--- src/rtl/register_scoreboard.sv ---
// Read-after-write scoreboard: one pending-write counter per architectural register,
// with a same-cycle retire bypass so a writeback can release a dependent in its own cycle.
module register_scoreboard #(
    parameter int NUM_REGISTERS           = 32,
    parameter int REGISTER_INDEXING_WIDTH = $clog2(NUM_REGISTERS),
    parameter int MAX_PENDING             = 3,
    parameter int COUNT_WIDTH             = $clog2(MAX_PENDING + 1)
) (
    input  logic                               clk,
    input  logic                               rst,
    input  logic                               issue_valid,
    output logic                               issue_stall,
    input  logic [REGISTER_INDEXING_WIDTH-1:0] issue_rs1,
    input  logic                               issue_rs1_used,
    input  logic [REGISTER_INDEXING_WIDTH-1:0] issue_rs2,
    input  logic                               issue_rs2_used,
    input  logic [REGISTER_INDEXING_WIDTH-1:0] issue_rd,
    input  logic                               issue_rd_valid,
    input  logic                               write_activate,
    input  logic [REGISTER_INDEXING_WIDTH-1:0] write_register,
    input  logic                               flush,
    output logic [NUM_REGISTERS-1:0]           busy_mask,
    output logic                               idle,
    output logic                               underflow_error
);

    localparam logic [COUNT_WIDTH-1:0] SAT = COUNT_WIDTH'(MAX_PENDING);

    logic [COUNT_WIDTH-1:0]   count      [NUM_REGISTERS];
    logic [COUNT_WIDTH-1:0]   eff        [NUM_REGISTERS];
    logic [COUNT_WIDTH-1:0]   count_next [NUM_REGISTERS];
    logic [NUM_REGISTERS-1:0] ret_hit;
    logic                     rs1_hazard;
    logic                     rs2_hazard;
    logic                     rd_full;
    logic                     issue_xfer;
    logic                     underflow_set;

    // A retire against an empty counter leaves eff at 0; underflow_set flags it.
    always_comb begin
        for (int r = 0; r < NUM_REGISTERS; r++) begin
            ret_hit[r] = write_activate && !flush && (r != 0) &&
                         (write_register == REGISTER_INDEXING_WIDTH'(r));
            eff[r]     = (ret_hit[r] && count[r] != '0) ? count[r] - COUNT_WIDTH'(1) : count[r];
        end
    end

    assign rs1_hazard = issue_rs1_used && issue_rs1 != '0 && eff[issue_rs1] != '0;
    assign rs2_hazard = issue_rs2_used && issue_rs2 != '0 && eff[issue_rs2] != '0;
    assign rd_full    = issue_rd_valid && issue_rd != '0 && eff[issue_rd] == SAT;

    // Handshake: an instruction transfers when issue_valid && !issue_stall. issue_stall
    // never looks at issue_valid, and decode holds its fields stable while stalled.
    assign issue_stall = !rst || flush || rs1_hazard || rs2_hazard || rd_full;
    assign issue_xfer  = issue_valid && !issue_stall;

    assign underflow_set = write_activate && !flush && write_register != '0 &&
                           count[write_register] == '0;

    always_comb begin
        for (int r = 0; r < NUM_REGISTERS; r++) begin
            if (r == 0) begin
                count_next[r] = '0;
            end else begin
                count_next[r] = eff[r] + COUNT_WIDTH'(issue_xfer && issue_rd_valid &&
                                (issue_rd == REGISTER_INDEXING_WIDTH'(r)));
            end
        end
    end

    always_ff @(posedge clk or negedge rst) begin
        if (!rst) begin
            for (int r = 0; r < NUM_REGISTERS; r++) begin
                count[r] <= '0;
            end
            underflow_error <= 1'b0;
        end else begin
            for (int r = 0; r < NUM_REGISTERS; r++) begin
                count[r] <= flush ? '0 : count_next[r];
            end
            if (underflow_set) begin
                underflow_error <= 1'b1;
            end
        end
    end

    always_comb begin
        for (int r = 0; r < NUM_REGISTERS; r++) begin
            busy_mask[r] = count[r] != '0;
        end
    end

    assign idle = busy_mask == '0;

endmodule
--- config.mk ---
export PLATFORM = sky130hd
export DESIGN_NAME = register_scoreboard
export DESIGN_NICKNAME = d
export VERILOG_FILES = /design/src/rtl/register_scoreboard.sv
export SDC_FILE = /design/constraint.sdc
export NUM_CORES = 1
export LEC_CHECK = 0
export CORE_AREA = 2 2 138 140
export CTS_CLUSTER_SIZE = 20
export DETAILED_ROUTE_END_ITERATION = 6
export DIE_AREA = 0 0 140 142
export SYNTH_ARGS = -nofsm -noshare
export SYNTH_HDL_FRONTEND = slang
export SYNTH_SLANG_ARGS = --single-unit
export TNS_END_PERCENT = 1
--- constraint.sdc ---
create_clock -name clk -period 4.2 [get_ports clk]
set_clock_uncertainty 0.2 [all_clocks]
set_input_delay 0.84 -clock clk [delete_from_list [all_inputs] [get_ports clk]]
set_output_delay 0.84 -clock clk [all_outputs]
set_load 0.05 [all_outputs]
==> impl_metrics.yaml, run 1 <==
run_status:
  status: "finished with violations"
  violations: "design-rule violations, negative setup slack"
logic_synthesis:
  synth.distinct_cells: 81
  async_reset_ff_share_pct: 100
  syn_area_per_cell_um2: 8.04
  synth_cells: 939
  synth_edf_count: 0
  synth_top_cell_by_area: "dfrtp_1"
  yosysTopAreaCellShare_pct: 20.9
  ys_ff_latch: 63
  seq_area_frac_synth_pct: 20.9
  synth.area.top_cells: "dfrtp_1 (21%), ha_1 (10%), xnor2_1 (5.9%), inv_1 (5.2%), nor4_2 (5.1%)"
  yosys_warnings: 0
  ys.flop_type: "dfrtp_1"
  syn_nets: 1029
  syn_area_um2: 7550
power_and_ir_drop:
  p_leak_nw: 4.58
  power_density_nw_per_um2: 173
  power_frac_seq_pct: 34.5
  power_frac_comb_pct: 24.2
  intPower_mw: 1.21
  swShare_pct: 31.3
  power.share.clock_pct: 41.3
  ir_drop_uv: 205
  switchingPower_mw: 0.551
finish:
  final_nets: 1261
  drive_gt1_share_pct: 26.7
  utilization_pct: 55.4
  nFillCells: 1717
  final_common_cell: "buf_4"
  diodes: 0
  multi_input_area_um2: 5400
  seqCellArea_um2: 1580
  layout-area-overhead-vs-synth_pct: 35.4
  final_cell_mix: "buf_4 (213), inv_1 (105), nor2_1 (93)"
detailed_routing:
  drcViolationCount: 3
  drt_pre_antenna_iters: 7
  final_antenna_net_count: 0
  wl_mm: 30.3
  via_per_inst: 5.80
  drtIter0Drc: 750
  vias: 8161
  wl_per_cell_um: 21.5
clock_network:
  cts_max_path_buffers: 2
  insertion_delay_ns: 0.35
  cts_buffers: 9
  cts.sinks: 63
  cts_hold_buf: 0
  cts_tree: "built"
  cts-htree-levels: 3
  root_buffer: "clkbuf_16"
  cts.reportedPaths.clkPinSlew_ns: 0.06
timing:
  max_slew_margin_pct: 39.1
  fin_tns_setup_ns: -1.57
  tightest_slew_ns: 0.914
  setup_ws_ns: -0.580
  period_share_pct: 114
  post-route-min-period_ns: 4.78
  hold_ws_ns: 0.281
  fmax_mhz: 209
  rsz0062_at_grt: "true"
  hold_viol: 0
  maxSlewViolCount: 0
  setup_viol: 54
floorplanning:
  chipHeight_um: 142
  dieArea_um2: 19900
  initial_core_util_pct: 40.9
  pin_count: 63
  rows: 50
  core_area_um2: 18500
  dieWidth_um: 140
setup_path:
  path_cells: "buf_2 > buf_4 > nand3b_1 > buf_4 > or3_1 > buf_4 > mux2i_1 > o22ai_1 > nor4_1 > o221a_1 > a311o_2 > or3_4 > buf_12"
  critical_path_buf_inv_count: 5
  slowest_stage: "or3_4"
  cp_top_family: "simple AND/OR/NAND/NOR gates"
  worst_setup_path_end_kind: "primary output"
  path_max_fanout: 6
  worst_ep_arrival_time_ns: 3.74
  startpoint_type: "input pin"
  crit_required_ns: 3.16
  critical_path.max_stage_delay_ns: 0.42
  worstSetupPathType: "in2out"
  cpMostUsedCell: "buf_4"
run:
  cap_violations: 0
place:
  port_buffers: 61
  place_hpwl_mm: 24.0
  gp_congestion: 1.07
global_route:
  grt_pass1_vias: 7868
  grt_pass1_wl_mm: 46.9
  overflow: 0
  grt_usage_pct: 31.1
  grt_max_degree: 64
  antenna_found_initial: 0
hold_path:
  hp-class: "reg2reg"
## through the flow
stage                     total power [mW]  worst slack (ns)  std cells  instance area, um^2
final                                 1.76            -0.580       1407                10200
after global routing                  1.82            -0.661       1407                10200
after CTS                             1.75            -0.567       1407                10200
after detailed placement              1.02             -1.16       1392                 9840
after global placement                1.02             -1.14       1392                 9840
after floorplan                      0.812            -0.282        939                 7570
## power by group through the flow
stage               sequential, mW  combinational [mW]  clock [mW]
global route                 0.609               0.446       0.762
floorplan                    0.620               0.192           0
finish                       0.609               0.426       0.729
CTS                          0.609               0.412       0.731
global placement             0.620               0.400           0
detailed placement           0.620               0.402           0
## sequential cells by signal, indices dropped and copies added (netlist names)
name	cells
count	62
underflow_error	1
## logic make-up (layout without fill, tap and decap cells)
| group | count (synthesis) | count (layout) | synth area share [%] |
|---|---|---|---|
| XOR/XNOR | 62 | 62 | 7.39 |
| AO/OA/AOI/OAI | 156 | 156 | 15.7 |
| AND/OR/NAND/NOR | 390 | 390 | 30.5 |
| flip-flops | 63 | 63 | 20.9 |
| multiplexers | 41 | 41 | 6.26 |
| buffers and inverters | 164 | 398 | 8.98 |
| other | 1 | 1 | 0.0497 |
| adder cells (fa/ha/maj) | 62 | 62 | 10.3 |
## synth_stat cells (27+ instances only)
master	number
nand2_1	61
clkbuf_1	40
dfrtp_1	63
nor4_2	31
nand3_1	27
xnor2_1	51
mux2i_1	27
nor2b_1	34
nor2_1	93
nor3_1	30
inv_1	105
ha_1	62
## layer usage
metal | routed length (um) | up-vias | global-route usage, % | share of wire (%)
li1 | - | 3846 | - | -
met1 | 13300 | 3878 | 42.6 | 44
met2 | 13500 | 351 | 48.7 | 45
met3 | 2030 | 86 | 3.97 | 6.7
met4 | 1480 | 0 | 15.3 | 4.9
met5 | 0 | - | 0 | 0
## repair_timing
action                     CTS  global route
gates resized for setup     45            12
pin swaps                    6             3
setup endpoints to repair   63            63
buffers inserted             2             0
## worst paths after layout
path	startpoint	to	slack, ns	depth (start not counted)
min in group asynchronous	rst	count[42]	0.59	2
worst min-delay path	underflow_error	underflow_error	0.28	1
worst max register to register	count[24]	count[60]	0.28	13
worst max-delay path	flush	issue_stall	-0.58	13
max in group asynchronous	rst	count[48]	2.61	2
worst min register to register	underflow_error	underflow_error	0.28	1
## layout make-up
class                   instances  area share, %
repair buffers                280           22.3
multi-input cells             712           52.9
clock inverters                 1         0.0490
well taps                     234           2.86
clock buffers                  12           2.61
inverters                     105           3.86
flip-flops and latches         63           15.4
Power figures use the tool's default switching activity.
==> run 2: changes to the inputs <==
--- a/config.mk
+++ b/config.mk
@@ -6,10 +6,11 @@
 export NUM_CORES = 1
 export LEC_CHECK = 0
 export CORE_AREA = 2 2 138 140
+export CTS_CLUSTER_DIAMETER = 30
 export CTS_CLUSTER_SIZE = 20
 export DETAILED_ROUTE_END_ITERATION = 6
 export DIE_AREA = 0 0 140 142
 export SYNTH_ARGS = -nofsm -noshare
 export SYNTH_HDL_FRONTEND = slang
 export SYNTH_SLANG_ARGS = --single-unit
-export TNS_END_PERCENT = 1
+export TNS_END_PERCENT = 100
==> impl_metrics.yaml, run 2 (same netlist as run 1, synthesis figures left out) <==
clock_network:
  cts_tree: "built"
  root_buffer: "clkbuf_16"
  cts.reportedPaths.clkPinSlew_ns: 0.06
  cts_max_path_buffers: 2
  insertion_delay_ns: 0.35
  cts_buffers: 9
  cts-htree-levels: 3
  cts.sinks: 63
floorplanning:
  dieArea_um2: 19900
  initial_core_util_pct: 40.9
  dieWidth_um: 140
  rows: 50
  pin_count: 63
  chipHeight_um: 142
  core_area_um2: 18500
place:
  numPlacedInstances: 1392
  place_hpwl_mm: 24.0
  gp_congestion: 1.07
  port_buffers: 61
setup_path:
  crit_start: "flush"
  crit_required_ns: 3.16
  worst_setup_path_end_kind: "primary output"
  cp_top_family: "simple AND/OR/NAND/NOR gates"
  path_cells: "buf_2 > buf_4 > nand3b_1 > buf_4 > or3_1 > buf_4 > mux2i_1 > o22ai_1 > nor4_1 > o221a_1 > a311o_2 > or3_4 > buf_12"
  r2r-start: "count[24]"
  critical_path_buf_inv_count: 5
  slowest_stage: "or3_4"
  worstSetupPathType: "in2out"
  cpMostUsedCell: "buf_4"
  path_max_fanout: 6
  startpoint_type: "input pin"
  worst_ep_arrival_time_ns: 3.74
  critical_path.max_stage_delay_ns: 0.42
run:
  cap_violations: 0
timing:
  setup_ws_ns: -0.581
  setup_viol: 56
  hold_viol: 0
  fmax_mhz: 209
  rsz0062_at_grt: "true"
  max_slew_margin_pct: 39.3
  maxSlewViolCount: 0
  tightest_slew_ns: 0.911
  hold_ws_ns: 0.285
  period_share_pct: 114
  post-route-min-period_ns: 4.78
  fin_tns_setup_ns: -1.60
detailed_routing:
  vias: 8150
  wl_mm: 30.3
  drtIter0Drc: 773
  final_antenna_net_count: 0
  drt_pre_antenna_iters: 7
  wl_per_cell_um: 21.5
  via_per_inst: 5.79
  drcViolationCount: 3
global_route:
  grt_pass1_wl_mm: 46.9
  grt_usage_pct: 31.1
  grt_max_degree: 64
  antenna_found_initial: 0
  overflow: 0
  grt_pass1_vias: 7868
finish:
  largest_reg_flops: 62
  layout-area-overhead-vs-synth_pct: 35.5
  final_nets: 1261
  final_cell_mix: "buf_4 (211), inv_1 (105), nor2_1 (93)"
  drive_gt1_share_pct: 26.8
  regMostFlops: "count"
  diodes: 0
  final_common_cell: "buf_4"
  layout.cells.non_filler: 1407
  utilization_pct: 55.4
  top_regs: "count (62), underflow_error (1)"
hold_path:
  hp-class: "reg2reg"
  min_from: "underflow_error"
power_and_ir_drop:
  fin_total_pwr_mw: 1.76
  p_leak_nw: 4.57
  power_density_nw_per_um2: 172
  ir_drop_uv: 205
run_status:
  violations: "design-rule violations, negative setup slack"
  status: "finished with violations"
-- run 2: worst register-to-register path, delay by kind of cell, from the launching register on --
family | cells | cell delay (ns)
and+or+nand+nor | 4 | 1.03
AOI/OAI and AO/OA | 3 | 0.90
adders and majority gates | 2 | 0.58
buffers and inverters | 3 | 0.50
DFF | 1 | 0.41
muxes | 1 | 0.19
-- run 2: what timing repair did --
action | in CTS | in global routing
endpoints found under the setup margin | 63 | 63
gates resized for setup | 45 | 15
pin swaps | 6 | 4
hold buffers | 0 | 0
buffers inserted | 2 | 0
-- run 2: area by class of cell --
| type | count | area [um^2] |
|---|---|---|
| well taps | 234 | 293 |
| clock inverters | 1 | 5.00 |
| fillers | 1719 | 8220 |
| inverters | 105 | 394 |
| clock buffers | 12 | 267 |
| flip-flops and latches | 63 | 1580 |
| multi-input cells | 712 | 5410 |
| repair buffers | 280 | 2290 |
-- run 2: stage by stage --
step	instance area, um^2	setup WS [ns]
floorplan	7570	-0.282
global placement	9840	-1.14
detailed placement	9840	-1.16
CTS	10200	-0.567
global route	10200	-0.649
finish	10200	-0.581
-- run 2: power by group --
part	total, mW	internal (mW)	switching, mW
clock	0.728	0.437	0.291
combinational	0.427	0.168	0.259
sequential	0.609	0.608	0.00110
total	1.76	1.21	0.551
-- run 2: metal layers --
layer,up-vias,global-route usage (%),wire length [um]
li1,3845,-,-
met1,3886,42.6,13200
met2,331,48.7,13500
met3,88,3.97,1960
met4,0,15.3,1550
met5,-,0,0
-- run 2: final timing paths --
| kind | end | slack, ns | cells after the start |
|---|---|---|---|
| max | issue_stall | -0.58 | 13 |
| min | underflow_error | 0.29 | 1 |
| max reg2reg | count[60] | 0.28 | 13 |
| min reg2reg | underflow_error | 0.29 | 1 |
| max in group asynchronous | count[22] | 2.62 | 2 |
| min in group asynchronous | count[42] | 0.60 | 2 |
==> run 3: changes to the inputs <==
--- a/config.mk
+++ b/config.mk
@@ -5,11 +5,13 @@
 export SDC_FILE = /design/constraint.sdc
 export NUM_CORES = 1
 export LEC_CHECK = 0
-export CORE_AREA = 2 2 138 140
+export ABC_AREA = 1
+export CAP_MARGIN = 20
+export CORE_AREA = 2 2 139 141
 export CTS_CLUSTER_DIAMETER = 30
 export CTS_CLUSTER_SIZE = 20
 export DETAILED_ROUTE_END_ITERATION = 6
-export DIE_AREA = 0 0 140 142
+export DIE_AREA = 0 0 141 143
 export SYNTH_ARGS = -nofsm -noshare
 export SYNTH_HDL_FRONTEND = slang
 export SYNTH_SLANG_ARGS = --single-unit
==> impl_metrics.yaml, run 3 <==
run_status:
  status: "finished, final reports clean"
global_route:
  grt_pass1_vias: 8774
  grt_usage_pct: 32.2
  antenna_found_initial: 0
  grt_pass1_wl_mm: 48.5
  grt_max_degree: 64
  overflow: 0
power_and_ir_drop:
  power_frac_seq_pct: 32.7
  swShare_pct: 33.3
  power.share.clock_pct: 42.8
  power_density_nw_per_um2: 175
  intPower_mw: 1.24
  ir_drop_uv: 201
  p_leak_nw: 5.37
  power_frac_comb_pct: 24.5
  switchingPower_mw: 0.619
clock_network:
  cts-htree-levels: 3
  cts.sinks: 63
  cts.reportedPaths.clkPinSlew_ns: 0.06
  insertion_delay_ns: 0.35
  root_buffer: "clkbuf_16"
  cts_buffers: 9
  cts_hold_buf: 0
  cts_tree: "built"
  cts_max_path_buffers: 2
hold_path:
  hp-class: "reg2reg"
  hold_depth: 1
  hold_end: "underflow_error"
  min_from: "underflow_error"
floorplanning:
  core_area_um2: 18600
  pin_count: 63
  dieWidth_um: 141
  chipHeight_um: 143
  dieArea_um2: 20200
  rows: 50
  initial_core_util_pct: 41.3
logic_synthesis:
  synth.distinct_cells: 46
  synth_cells: 1212
  syn_nets: 1302
  seq_area_frac_synth_pct: 20.5
  async_reset_ff_share_pct: 100
  yosysTopAreaCellShare_pct: 20.5
  yosysMostFrequentCell: "nand2_1"
  synth.area.top_cells: "dfrtp_1 (21%), nand3_1 (14%), nand2_1 (14%), ha_1 (10%), inv_1 (8.8%)"
  synth_top_cell_by_area: "dfrtp_1"
  yosys-top-cells-count: "nand2_1 (289), nand3_1 (218), inv_1 (179), nor2_1 (98), dfrtp_1 (63)"
  syn_area_um2: 7680
  yosys_warnings: 0
  syn_area_per_cell_um2: 6.34
  synth_edf_count: 0
  ys_ff_latch: 63
  ys.flop_type: "dfrtp_1"
timing:
  fmax_mhz: 243
  setup_ws_ns: 0.0903
  maxSlewViolCount: 0
  hold_viol: 0
  tightest_slew_ns: 0.913
  post-route-min-period_ns: 4.11
  max_slew_margin_pct: 39.2
  period_share_pct: 97.8
  setup_viol: 0
  fin_tns_setup_ns: 0
finish:
  seqCellArea_um2: 1580
  final_common_cell: "nand2_1"
  regMostFlops: "count"
  largest_reg_flops: 62
  final_cell_mix: "nand2_1 (251), nand3_1 (200), inv_1 (179)"
  multi_input_area_um2: 5610
  layout.cells.non_filler: 1662
  final_nets: 1513
  drive_gt1_share_pct: 26.2
  diodes: 0
  layout-area-overhead-vs-synth_pct: 38.5
  top_regs: "count (62), underflow_error (1)"
  nFillCells: 1805
setup_path:
  r2r_slack_ns: 0.83
  r2r_cells: 26
  r2r-start: "count[32]"
  cpMostUsedCell: "inv_1"
  crit_required_ns: 3.16
  critical_path.max_stage_delay_ns: 0.83
  worst_ep_arrival_time_ns: 3.07
  reg2reg_to: "count[53]"
  crit_start: "count[38]"
  cp_top_family: "simple AND/OR/NAND/NOR gates"
  slowest_stage: "clkdlybuf4s50_1"
  critical_path_buf_inv_count: 3
  path_cells: "inv_1 > ha_1 > inv_1 > nor4_1 > nand4_1 > nor2_1 > clkdlybuf4s50_1"
  worst_setup_path_end_kind: "primary output"
  worstSetupPathType: "reg2out"
  startpoint_type: "flop"
  path_max_fanout: 3
place:
  numPlacedInstances: 1626
  gp_congestion: 1.03
  place_hpwl_mm: 24.7
  place_ws_ns: -0.227
  port_buffers: 61
detailed_routing:
  via_per_inst: 5.55
  wl_mm: 32.6
  vias: 9223
  drtIter0Drc: 985
  wl_per_cell_um: 19.6
  drcViolationCount: 0
  drt_pre_antenna_iters: 6
  final_antenna_net_count: 0
run:
  cap_violations: 0
## run 3: changes by cell type in the layout (fill, tap and decap cells not counted), sizes merged, moves of 29 or more
cell	before	now
a21oi	17	53
buf	229	170
inv	105	186
nand2	61	309
nand3	27	221
nor2	93	167
nor2b	34	0
nor3	39	5
nor4	38	9
o21ai	22	55
xnor2	53	1
## run 3: logic make-up (layout without fill, tap and decap cells)
family / Yosys count / after routing / synth area share [%]
other: 1 / 1 / 0.0488
AO/OA/AOI/OAI: 123 / 123 / 8.60
flip-flops: 63 / 63 / 20.5
adder cells (fa/ha/maj): 62 / 62 / 10.1
buffers and inverters: 219 / 435 / 12.0
XOR/XNOR: 6 / 6 / 0.684
AND/OR/NAND/NOR: 738 / 738 / 48.0
## run 3: routing by layer
metal  up-vias  wire length, um  GRT usage [%]
li1       4350                -              -
met1      4264            13200           41.7
met2       490            14300           51.5
met3       119             3080           5.30
met4         0             2050           17.4
met5         -                0              0
## run 3: through the flow
stage	area (um^2)	hold WS, ns	utilization, %	total power, mW
global placement	9620	0.248	51.8	1.01
CTS	10100	0.264	54.5	1.82
global route	10600	0.298	57.2	1.91
finish	10600	0.260	57.2	1.86
detailed placement	9620	0.248	51.8	1.01
floorplan	7680	0.344	-	0.806
## run 3: worst max path at each step
stage | end | cells past startpoint
floorplan | issue_stall | 19
global placement | issue_stall | 18
detailed placement | issue_stall | 16
CTS | issue_stall | 17
global route | issue_stall | 14
finish | idle | 7
## run 3: layout make-up
type,instances,share of cell area [%]
Clock inverter,6,0.565
Multi-Input combinational cell,930,52.8
Timing Repair Buffer,231,20.0
Clock buffer,10,2.25
Sequential cell,63,14.8
Tap cell,234,2.75
Inverter,188,6.82
## run 3: power groups by stage
stage	registers (mW)	logic [mW]	clock network (mW)
global placement	0.619	0.395	0
detailed placement	0.619	0.393	0
finish	0.608	0.455	0.796
global route	0.607	0.476	0.823
CTS	0.608	0.410	0.803
floorplan	0.619	0.187	0
## run 3: timing repair
item,CTS,global route
pin swaps,14,31
gates resized for setup,40,105
cloned,1,2
buffers inserted,6,11
setup endpoints to repair,1,6
